`config.mk`:
```
export PLATFORM = sky130hd
export DESIGN_NAME = flag_branch_unit
export DESIGN_NICKNAME = d
export VERILOG_FILES = /design/src/rtl/flag_branch_unit.sv
export SDC_FILE = /design/constraint.sdc
export NUM_CORES = 1
export LEC_CHECK = 0
export ABC_AREA = 1
export BUFFER_PORTS_ARGS = -buffer_cell sky130_fd_sc_hd__buf_2
export CAP_MARGIN = 20
export CORE_MARGIN = 1.5
export CORE_UTILIZATION = 42
export DETAILED_ROUTE_END_ITERATION = 6
export HOLD_SLACK_MARGIN = 0.03
export PLACE_DENSITY = 0.69
export SLEW_MARGIN = 20
export SYNTH_ARGS = -nofsm -noshare
export SYNTH_HDL_FRONTEND = slang
export SYNTH_SLANG_ARGS = --single-unit
```
`constraint.sdc`:
```
create_clock -name clk -period 2.69 [get_ports clk]
set_clock_uncertainty 0.2 [all_clocks]
set_input_delay 0.538 -clock clk [delete_from_list [all_inputs] [get_ports clk]]
set_output_delay 0.538 -clock clk [all_outputs]
set_load 0.005 [all_outputs]
```
`src/rtl/flag_branch_unit.sv`:
```
// flag_branch_unit
//   Consumer end of the ALU status flags. Holds the architectural NZVC
//   register, evaluates LEGv8 branch conditions (B.cond, CBZ, CBNZ, B) and
//   presents a registered taken/taken_valid pair to the PC-select logic. It
//   also keeps saturating counts of evaluated and taken branches.
//
// Parameters
//   FLAG_FWD  1: a B.cond issued with set_flags sees the live ALU flags,
//             0: it sees the stored flags_q
//   CNT_W     width of branch_count / taken_count
//
// Ports
//   clk, reset        clock; synchronous active-high reset
//   alu_negative/zero/overflow/carry_out   live ALU flags
//   set_flags         latch live flags into flags_q at this edge
//   br_valid          branch decision requested this cycle
//   br_kind           00 B.cond, 01 CBZ, 10 CBNZ, 11 B
//   br_cond           ARM condition code (B.cond only)
//   flags_q           stored {N,Z,V,C}
//   taken             registered decision (holds when no branch is evaluated)
//   taken_valid       result strobe
//   branch_count      evaluated branches, saturating
//   taken_count       taken branches, saturating
//
// Handshake: br_valid/taken_valid is a valid-only pipe with no ready. Every
// br_valid accepted at an edge (reset low) yields exactly one taken_valid=1
// cycle immediately after; back-to-back requests give back-to-back results.
module flag_branch_unit #(
  parameter int unsigned FLAG_FWD = 1,
  parameter int unsigned CNT_W    = 16
) (
  input  logic             clk,
  input  logic             reset,
  input  logic             alu_negative,
  input  logic             alu_zero,
  input  logic             alu_overflow,
  input  logic             alu_carry_out,
  input  logic             set_flags,
  input  logic             br_valid,
  input  logic [1:0]       br_kind,
  input  logic [3:0]       br_cond,
  output logic [3:0]       flags_q,
  output logic             taken,
  output logic             taken_valid,
  output logic [CNT_W-1:0] branch_count,
  output logic [CNT_W-1:0] taken_count
);

  localparam bit               FWD_EN  = (FLAG_FWD != 0);
  localparam logic [CNT_W-1:0] CNT_MAX = '1;
  localparam logic [CNT_W-1:0] CNT_ONE = {{(CNT_W-1){1'b0}}, 1'b1};

  localparam logic [1:0] KIND_BCOND = 2'b00;
  localparam logic [1:0] KIND_CBZ   = 2'b01;
  localparam logic [1:0] KIND_CBNZ  = 2'b10;
  localparam logic [1:0] KIND_B     = 2'b11;

  logic [3:0] live_flags;
  logic [3:0] eff_flags;
  logic       eff_n, eff_z, eff_v, eff_c;
  logic       cond_true;
  logic       decision;

  assign live_flags = {alu_negative, alu_zero, alu_overflow, alu_carry_out};

  // Forwarding lets a B.cond fused with the flag-setting op see its result.
  assign eff_flags = (FWD_EN && set_flags) ? live_flags : flags_q;
  assign {eff_n, eff_z, eff_v, eff_c} = eff_flags;

  always_comb begin
    cond_true = 1'b0;
    case (br_cond)
      4'h0: cond_true = eff_z;
      4'h1: cond_true = !eff_z;
      4'h2: cond_true = eff_c;
      4'h3: cond_true = !eff_c;
      4'h4: cond_true = eff_n;
      4'h5: cond_true = !eff_n;
      4'h6: cond_true = eff_v;
      4'h7: cond_true = !eff_v;
      4'h8: cond_true = eff_c && !eff_z;
      4'h9: cond_true = !eff_c || eff_z;
      4'hA: cond_true = (eff_n == eff_v);
      4'hB: cond_true = (eff_n != eff_v);
      4'hC: cond_true = !eff_z && (eff_n == eff_v);
      4'hD: cond_true = eff_z || (eff_n != eff_v);
      default: cond_true = 1'b1;  // AL and NV both always execute
    endcase
  end

  // CBZ/CBNZ test the register value passed straight through the ALU, so
  // they use the live zero flag, never flags_q.
  always_comb begin
    decision = 1'b0;
    case (br_kind)
      KIND_BCOND: decision = cond_true;
      KIND_CBZ:   decision = alu_zero;
      KIND_CBNZ:  decision = !alu_zero;
      KIND_B:     decision = 1'b1;
      default:    decision = 1'b0;
    endcase
  end

  always_ff @(posedge clk) begin
    if (reset) begin
      flags_q      <= 4'b0000;
      taken        <= 1'b0;
      taken_valid  <= 1'b0;
      branch_count <= '0;
      taken_count  <= '0;
    end else begin
      if (set_flags) begin
        flags_q <= live_flags;
      end
      taken_valid <= br_valid;
      if (br_valid) begin
        taken <= decision;
        if (branch_count != CNT_MAX) begin
          branch_count <= branch_count + CNT_ONE;
        end
        if (decision && (taken_count != CNT_MAX)) begin
          taken_count <= taken_count + CNT_ONE;
        end
      end
    end
  end

endmodule

```
-- Word level (Yosys, flattened, before mapping)
Index checks and enable logic that the tools add are counted.
- input bits: 14
- logic and storage cells: 44
- register bits: 38
- multiplexer cells: 3
- eq/ne operators: 20
- add/subtract/negate cells: 2
- reduce and logical (&&, ||, !) cells: 14
- operators by type and width (kind ; number):
    16-bit by 1-bit adder with 16-bit output, second input constant ; 2
    16-bit inequality test, second input constant ; 2
    4-bit == test, second input constant ; 6
    4-bit by 3-bit == test with 1-bit output, second input constant ; 4
    1-bit case mux with 14 select lines ; 1
    4-bit by 2-bit == test with 1-bit output, second input constant ; 2
    1-bit zero test ; 5
    2-bit == test, second input constant ; 2
    4-bit by 1-bit == test with 1-bit output, second input constant ; 1
    4-bit zero test ; 1
    4-bit two-way mux ; 1
    1-bit case mux with 4 select lines ; 1
    2-bit AND reduction ; 2
    1-bit logical AND ; 3
    2-bit by 1-bit == test with 1-bit output, second input constant ; 1
    2-bit zero test ; 1
    1-bit logical OR ; 2
    1-bit == test ; 1
    1-bit inequality test ; 1

-- Logic depth before layout (Yosys ltp)
Gate-level depths: netlist of the first run.
- word-level depth: 7
- depth in mapped cells: 15
- gate-level depth less buffers: 15

-- Least setup slack after synthesis of the first run
No wires, ideal clock.
- path type: in2reg
- start: in set_flags
- end: reg taken_count[9]
- required time: 2.421 ns
- setup slack: 0.707 ns
- arrival time: 1.714 ns
- library setup time: 0.069 ns
- stages on the path: 13
- cell sequence: inv_2 > nand2_1 > and2_1 > nand2_1 > nand3_1 > nand2_1 > nand3_2 > o21ai_2 > nand2_2 > nand3_4 > buf_8 > nand2_2 > a21oi_2
- longest elaborated chain between the ends: 7
- elaborated cells on any way between the ends: 15
- ends and longest elaborated chain (item ; line ; RTL):
    start: declaration ; 38 ; input logic set_flags,
    4-bit two-way mux (*) ; -- ;
    1-bit inequality test (tied with other cells) ; 84, 86 ;
    1-bit logical OR (tied with other cells) ; 86 ; 4'hD: cond_true = eff_z || (eff_n != eff_v);
    1-bit case mux with 14 select lines (*) ; 72 ; case (br_cond)
    1-bit case mux with 4 select lines (*) ; 95 ; case (br_kind)
    1-bit logical AND (*) ; 121 ; if (decision && (taken_count != CNT_MAX)) begin
    2-bit AND reduction (no line) (*) ; -- ;
    end signal: assignment ; 122 ; taken_count <= taken_count + CNT_ONE;
    end: declaration ; 46 ; output logic [CNT_W-1:0] taken_count
Every way passes the cells marked *; elsewhere a longest branch is shown, timed or not.
A chain may end at the register's enable or synchronous reset.

-- Final worst setup path of the first run
- start: reg branch_count[0]
- end: reg branch_count[14]
- longest elaborated chain between the ends: 2
- elaborated cells on any way between the ends: 3
- ends and longest elaborated chain (item ; line ; RTL):
    start: declaration ; 45 ; output logic [CNT_W-1:0] branch_count,
    start signal: assignment ; 119 ; branch_count <= branch_count + CNT_ONE;
    branches (longest 2 deep; another with 16-bit by 1-bit adder with 16-bit output) ; -- ;
Parallel ways; which one is timed is not known.

==> results of run 1 <==
[kinds of logic (layout without fill, tap and decap cells)]
family                     after synthesis  in the layout
and+or+nand+nor                        174            174
DFF                                     38             38
adders and majority gates                2              2
xor gates and xnor gates                15             15
AOI/OAI and AO/OA                       42             42
buffers and inverters                   51            104
muxes                                    1              1
[state kept, by name, summed over array words and instances (netlist names)]
signal        cells
branch_count     16
flags_q           4
taken             1
taken_count      16
taken_valid       1
[how the worst max path moves through the flow]
stage / slack [ns] / cells past startpoint / endpoint / start
2_1_floorplan: 0.71 / 13 / taken_count[9] / set_flags
3_3_place_gp: 0.39 / 15 / taken_count[0] / set_flags
3_5_place_dp: 0.36 / 16 / taken_count[0] / set_flags
4_1_cts: 0.59 / 10 / branch_count[14] / branch_count[0]
5_1_grt: 0.35 / 10 / branch_count[14] / branch_count[0]
6_report: 0.60 / 10 / branch_count[14] / branch_count[0]
[per-layer routing]
layer / vias to the layer above / wire (um)
met5: - / 0
met4: 0 / 42
met3: 4 / 202
met2: 43 / 2270
met1: 960 / 2460
li1: 1164 / -
[critical path: stages, from the launching register on]
cell and delay (ns):
dfxtp_1 0.33, ha_1 0.23, nand4_1 0.11, nor2_1 0.08
a21oi_2 0.28, nand2_1 0.18, nor2_1 0.12, inv_1 0.07
nor3_1 0.19, a21oi_1 0.10, o21a_1 0.11
[through the flow]
step	cell area [um2]	cells	hold WS [ns]	setup slack, ns
floorplan	2230	323	0.261	0.707
global placement	2550	439	0.250	0.387
detailed placement	2550	439	0.252	0.360
CTS	2660	446	0.263	0.590
global route	2660	446	0.308	0.350
finish	2660	446	0.265	0.600
[placed cells by master, fill, tap and decap left out, drive strengths merged, types with 2 or more instances in the layout]
cell    netlist  final
a211oi        3      3
a21oi        27     27
and2          2      2
buf           4     55
clkbuf        5      6
dfxtp        38     38
ha            2      2
inv          41     41
nand2        85     85
nand3        21     21
nand4        21     21
nor2         32     32
nor3         11     11
nor4          2      2
o21ai        10     10
xnor2         5      5
xor2         10     10
[layout make-up]
cell class                 instances  area, um2
timing repair buffer              55        285
tap                               70       87.6
clock inverter                     1       30.0
clock buffer                       6       82.6
multi-input combinational        234       1260
fill                             525       2440
inverter                          42        158
sequential                        38        761
[power groups by stage]
stage | sequential, mW | clock (mW) | combinational [mW]
floorplan | 0.596 | 0 | 0.0902
global placement | 0.596 | 0 | 0.131
detailed placement | 0.595 | 0 | 0.132
CTS | 0.582 | 0.502 | 0.133
global route | 0.584 | 0.524 | 0.151
finish | 0.583 | 0.492 | 0.132
==> run summary, run 1 <==
OUTCOME
--------------------------------------------------------------------------------------------------
Result of the run                                                                     complete, no violations

YOSYS
--------------------------------------------------------------------------------------------------
Number of warnings reported in the yosys synthesis log                                           0
Compound-Gate Fraction of Synth Area                                                         11.7%
Largest family of logic cells by synthesized area                                     simple AND/OR/NAND/NOR gates
Commonest cells in the synthesized netlist                                            73 x nand2_1, 38 x dfxtp_1, 38 x inv_1, 29 x nor2_1, 21 x nand4_1
Post-synthesis cell type count                                                                  32
Part of the Yosys area used for sequential elements                                          34.2%
Simple-gate share of the synthesized area                                                    37.3%
Mux contribution to synthesized area                                                        0.449%
Synthesized area per cell                                                                 6.90 um2
Net count of the mapped netlist                                                                339
Count of flip-flops with a built-in enable after synthesis                                       0
Top-count cell post-synth                                                                  nand2_1
Synthesized area                                                                       0.00223 mm2
Flops & latches, synth                                                                          38
Cells taking the most area after synthesis                                            dfxtp_1 34%, nand2_1 12%, inv_1 6.4%, nand4_1 5.9%, nor2_1 4.9%
Yosys top cell area share                                                                    34.2%
Parity-gate share of the synthesized area counting xor and xnor cells                        5.90%
Main synth FF type                                                                         dfxtp_1
Mapped Cells                                                                                   323
Cell accounting for the most synthesized area                                              dfxtp_1
Fraction of the mapped netlist area in adder cells                                           1.12%
Async SR Flop Fraction                                                                          0%

MIN PATH
--------------------------------------------------------------------------------------------------
Cell count of the worst hold path                                                                2
Hold WC Path Type                                                                       reg -> reg
Hold_sp                                                                                      taken
Hold path endpoint                                                                           taken

FINAL LAYOUT
--------------------------------------------------------------------------------------------------
Synth-to-layout area growth                                                                  19.6%
Post-layout net count                                                                          392
Post-route core utilization                                                                  52.1%
Antenna diode instance count                                                                     0
Ratio of cells with drive above 1 in the final layout                                        25.5%

FLOORPLANNING
--------------------------------------------------------------------------------------------------
Starting utilization of the core area                                                        43.6%
Area of the die                                                                        0.00575 mm2
Boundary Pins                                                                                   52
Die Ht                                                                                     75.8 um
Chip Width                                                                                 75.8 um
Standard-cell row count                                                                         26
Area of the core                                                                       0.00511 mm2

GLOBAL ROUTING
--------------------------------------------------------------------------------------------------
All-Layer GR Usage                                                                           18.1%
Global route overflow                                                                            0
Most Used Layer, Global Route                                                                 met2
Met2 track utilization from global routing                                                   29.6%
Initial antenna violation count                                                                  0
Vias in the first global route                                                                1870
Global-route wire length before repair                                                     8.10 mm
Met1 usage in global routing                                                                 23.7%
Met3 Track Usage GR                                                                          3.97%
Pin count of the biggest net entering global routing                                            19

ROUTE
--------------------------------------------------------------------------------------------------
Number of vias in the routed layout                                                           2171
Routed length per placed instance                                                          11.2 um
Iter 0 DRT Violations                                                                          102
Remaining antenna violation count after routing                                                  0
Via count normalized by instance count                                                        4.87
Drc violations                                                                                   0
Router iterations before antenna repair                                                          4
Total Wirelength                                                                           4.97 mm

WORST SETUP PATH
--------------------------------------------------------------------------------------------------
Req. time, crit path                                                                       2.68 ns
Number of cell instances on the worst register-to-register path                                 10
Type of origin of the critical path                                                      flip-flop
Minimum setup slack among reg-to-reg paths                                                 0.60 ns
Arrival time of data at the critical path endpoint                                         2.08 ns
Kind of capture point of the worst setup path                                            flip-flop
Category of the critical setup timing path                                              reg -> reg
Endpoint of the worst-slack reg-to-reg timing path                                    branch_count[14]
Maximum fanout along the worst path                                                              8
Origin of the critical flop-to-flop path                                              branch_count[0]

PLACEMENT
--------------------------------------------------------------------------------------------------
Detailed placer's ending HPWL                                                              3.72 mm
Count of port buffers added during placement                                                    51
GP Congestion                                                                                 1.01

POWER
--------------------------------------------------------------------------------------------------
Clock network power share                                                                    40.8%
Sequential share of power                                                                    48.3%
Leakage power                                                                              1.15 nW
Switching Fraction                                                                           24.0%
Logic gate share of total power                                                              11.0%
Internal power consumption                                                                  917 uW
Peak ir drop on the vdd network                                                           0.233 mV
Switching power                                                                             290 uW
Final Total Pwr                                                                            1.21 mW
Cell area power density                                                                 453 mW/mm2

STA
--------------------------------------------------------------------------------------------------
Measured slew at the worst slew-check pin                                                 0.420 ns
Total negative slack for setup checks                                                         0 ns
Worst slew margin relative to its limit                                                      71.9%
Post-layout minimum cycle time                                                             2.09 ns
Final Max Tran Viols                                                                             0
Final number of setup-violating endpoints                                                        0
Endpoints failing hold                                                                           0
Fmax achieved                                                                              479 MHz
Crit share post-route                                                                        77.7%
RSZ-0062 raised after global routing                                                            no

CLOCK TREE
--------------------------------------------------------------------------------------------------
CTS HTree Levels                                                                                 2
Clock buffer count from CTS                                                                      5
Number of hold buffers added after CTS                                                           0
Clock transition time at the flip-flop clock pins of the worst setup and hold paths        0.07 ns
Clk sink count                                                                                  38
Number of setup buffers added after CTS                                                          0
Count of instances resized after the clock tree is built                                         0
Max Root-Sink Buffers                                                                            2
Latest clock arrival within the worst-skew pair                                            0.29 ns
CTS tree                                                                                       yes
Root Driver                                                                               clkbuf_8

JOB
--------------------------------------------------------------------------------------------------
Total of max-cap violations                                                                      0

(Power assumes the default switching activity.)
==> run 2, diff against run 1 <==
Settings changed: ABC_AREA 1 to 0, PLACE_DENSITY 0.69 to 0.7.
Clock period 2.69 ns to 2.07 ns, I/O delays scaled along.
==> run summary, run 2 <==
OUTCOME
--------------------------------------------------------------------------------------------------
Result of the run                                                                     finished, violations left
Failing checks                                                                        negative setup slack

POWER
--------------------------------------------------------------------------------------------------
Peak ir drop on the vdd network                                                           0.442 mV
Leakage power                                                                              1.22 nW
Final Total Pwr                                                                            1.65 mW
Cell area power density                                                                 565 mW/mm2
Switching power                                                                             415 uW
Clock network power share                                                                    36.6%
Internal power consumption                                                                 1.24 mW
Sequential share of power                                                                    46.0%
Logic gate share of total power                                                              17.4%
Switching Fraction                                                                           25.1%

WORST SETUP PATH
--------------------------------------------------------------------------------------------------
Endpoint of the worst-slack reg-to-reg timing path                                    taken_count[9]
Slowest cell on the critical path                                                           mux4_2
Arrival time of data at the critical path endpoint                                         2.36 ns
CP Capture Point                                                                      taken_count[9]
Buffering stage count on the worst path with inverters included                                  1
Minimum setup slack among reg-to-reg paths                                                -0.27 ns
Kind of capture point of the worst setup path                                            flip-flop
Number of cell instances on the worst register-to-register path                                  8
Type of origin of the critical path                                                      flip-flop
Req. time, crit path                                                                       2.10 ns
Chain of cells forming the critical path                                              mux2i_1 -> mux4_2 -> xor2_2 -> o21ai_2 -> buf_6 -> o21ai_4 -> or4_1 -> a21oi_1
Origin of the critical flop-to-flop path                                                flags_q[3]
Maximum fanout along the worst path                                                              7
Critical path launch point                                                              flags_q[3]
Path length in cells of the critical path                                                        8
Largest incremental delay on the critical path                                             0.49 ns
Cell class contributing the biggest share of worst-path delay                         multiplexers
Category of the critical setup timing path                                              reg -> reg

FINAL LAYOUT
--------------------------------------------------------------------------------------------------
Post-layout net count                                                                          343
Antenna diode instance count                                                                     0
Leading registers by flop count                                                       branch_count: 16 flops, taken_count: 16 flops, flags_q: 4 flops
Commonest cells after routing, fill and taps aside                                    50 x buf_2, 34 x dfxtp_1, 34 x buf_4, 32 x nor2_1, 17 x nand2_1
Final Instance Count excl. Fillers                                                             380
Post-route core utilization                                                                  65.8%
Ratio of cells with drive above 1 in the final layout                                        43.6%
Final Cell Area                                                                        0.00292 mm2
Most common cell after layout, fill and taps aside                                           buf_2
Synth-to-layout area growth                                                                  48.2%

YOSYS
--------------------------------------------------------------------------------------------------
Cell accounting for the most synthesized area                                              dfxtp_1
Synthesized area                                                                       0.00197 mm2
Parity-gate share of the synthesized area counting xor and xnor cells                        7.10%
Mux contribution to synthesized area                                                         8.56%
Async SR Flop Fraction                                                                          0%
Fraction of the mapped netlist area in adder cells                                           1.27%
Compound-Gate Fraction of Synth Area                                                         10.8%
Main synth FF type                                                                         dfxtp_1
Flops & latches, synth                                                                          38
Synthesized area per cell                                                                 8.58 um2
Largest family of logic cells by synthesized area                                     simple AND/OR/NAND/NOR gates
Cells taking the most area after synthesis                                            dfxtp_1 39%, nor2_1 6.1%, xnor2_1 4.9%, mux2i_1 4.6%, nor3_1 3.3%
Simple-gate share of the synthesized area                                                    29.1%
Yosys top cell area share                                                                    38.6%
Part of the Yosys area used for sequential elements                                          38.6%
Number of warnings reported in the yosys synthesis log                                           0
Commonest cells in the synthesized netlist                                            38 x dfxtp_1, 32 x nor2_1, 17 x nand2_1, 13 x nor3_1, 12 x nand3_1
Post-synthesis cell type count                                                                  42
Top-count cell post-synth                                                                  dfxtp_1
Mapped Cells                                                                                   230
Net count of the mapped netlist                                                                246
Count of flip-flops with a built-in enable after synthesis                                       0

ROUTE
--------------------------------------------------------------------------------------------------
Remaining antenna violation count after routing                                                  0
Via count normalized by instance count                                                        5.36
Drc violations                                                                                   0
Iter 0 DRT Violations                                                                          124
Routed length per placed instance                                                          13.4 um
Number of vias in the routed layout                                                           2038
Total Wirelength                                                                           5.08 mm
Router iterations before antenna repair                                                          6

GLOBAL ROUTING
--------------------------------------------------------------------------------------------------
Global-route wire length before repair                                                     8.40 mm
All-Layer GR Usage                                                                           20.5%
Pin count of the biggest net entering global routing                                            23
Initial antenna violation count                                                                  0
Global route overflow                                                                            0
Vias in the first global route                                                                1943

STA
--------------------------------------------------------------------------------------------------
RSZ-0062 raised after global routing                                                           yes
Measured slew at the worst slew-check pin                                                 0.444 ns
Final Max Tran Viols                                                                             0
Fin Hold WS                                                                               0.228 ns
Min setup slack post-route                                                               -0.267 ns
Worst slew margin relative to its limit                                                      70.4%
Final number of setup-violating endpoints                                                       17
Crit share post-route                                                                         113%
Fmax achieved                                                                              428 MHz
Endpoints failing hold                                                                           0
Post-layout minimum cycle time                                                             2.34 ns

FLOORPLANNING
--------------------------------------------------------------------------------------------------
Area of the die                                                                        0.00512 mm2
Boundary Pins                                                                                   52
Area of the core                                                                       0.00444 mm2
Standard-cell row count                                                                         24
Die Ht                                                                                     71.5 um
Starting utilization of the core area                                                        44.4%
Chip Width                                                                                 71.5 um

PLACEMENT
--------------------------------------------------------------------------------------------------
Count of port buffers added during placement                                                    51
GP Congestion                                                                                0.764
Placed Cells                                                                                   362
Detailed placer's ending HPWL                                                              3.26 mm
Area of placed instances                                                               0.00253 mm2

CLOCK TREE
--------------------------------------------------------------------------------------------------
Root Driver                                                                               clkbuf_8
CTS tree                                                                                       yes
Latest clock arrival within the worst-skew pair                                            0.29 ns
Number of hold buffers added after CTS                                                           0
Clock buffer count from CTS                                                                      5
CTS HTree Levels                                                                                 2
Clk sink count                                                                                  38
Clock transition time at the flip-flop clock pins of the worst setup and hold paths        0.08 ns
Max Root-Sink Buffers                                                                            2

MIN PATH
--------------------------------------------------------------------------------------------------
Hold WC Path Type                                                                        in -> reg

JOB
--------------------------------------------------------------------------------------------------
Total of max-cap violations                                                                      0

run 2: logic make-up after synthesis:
kind of cell    count (synthesis)
flops                          38
fa+ha+maj                       2
compound gates                 32
simple gates                  111
xor+xnor                       16
mux                            15
buf+inv                        16
run 2: tightest hold or removal path, stage by stage:
cell     delay [ns]
buf_2          0.10
mux2i_4        0.08
nor2_1         0.08
run 2: cell type report:
class / count / area [um2]
timing repair buffer: 97 / 669
fill: 368 / 1520
inverter: 8 / 30.0
tap: 52 / 65.1
sequential: 38 / 766
multi-input combinational: 177 / 1280
clock buffer: 8 / 110
run 2: timing repair:
action | in CTS | in global routing
pin swaps | 19 | 1
buffers inserted | 9 | 0
cloned | 1 | 0
endpoints found under the setup margin | 17 | 24
resized for setup | 36 | 11
run 2: per-layer routing:
layer  vias up  share of wire [%]  global-route usage, %  wire [um]
met1       981                 43                   24.3       2170
li1       1014                  -                      -          -
met3         9                3.2                   4.50        163
met2        34                 52                   36.6       2670
met5         -                  0                      0          0
met4         0                1.5                   7.34         76
run 2: power groups by stage:
stage,clock network [mW],registers (mW),logic (mW)
after floorplan,0,0.779,0.104
after global placement,0,0.775,0.197
after detailed placement,0,0.775,0.201
after CTS,0.617,0.760,0.274
after global routing,0.648,0.762,0.307
final,0.605,0.759,0.287
run 2: worst min path at each step:
stage | startpoint | endpoint | slack [ns] | cells after the start
after detailed placement | taken_count[14] | taken_count[14] | 0.32 | 2
after floorplan | taken_count[4] | taken_count[4] | 0.29 | 2
after CTS | alu_carry_out | flags_q[0] | 0.21 | 3
after global placement | taken | taken | 0.31 | 2
final | alu_carry_out | flags_q[0] | 0.23 | 3
after global routing | alu_carry_out | flags_q[0] | 0.24 | 3
run 2: stage by stage:
step / setup TNS (ns) / setup WS, ns
final: -2.80 / -0.267
after detailed placement: -8.77 / -0.616
after global placement: -8.18 / -0.588
after floorplan: -4.90 / -0.439
after global routing: -4.66 / -0.356
after CTS: -2.28 / -0.232
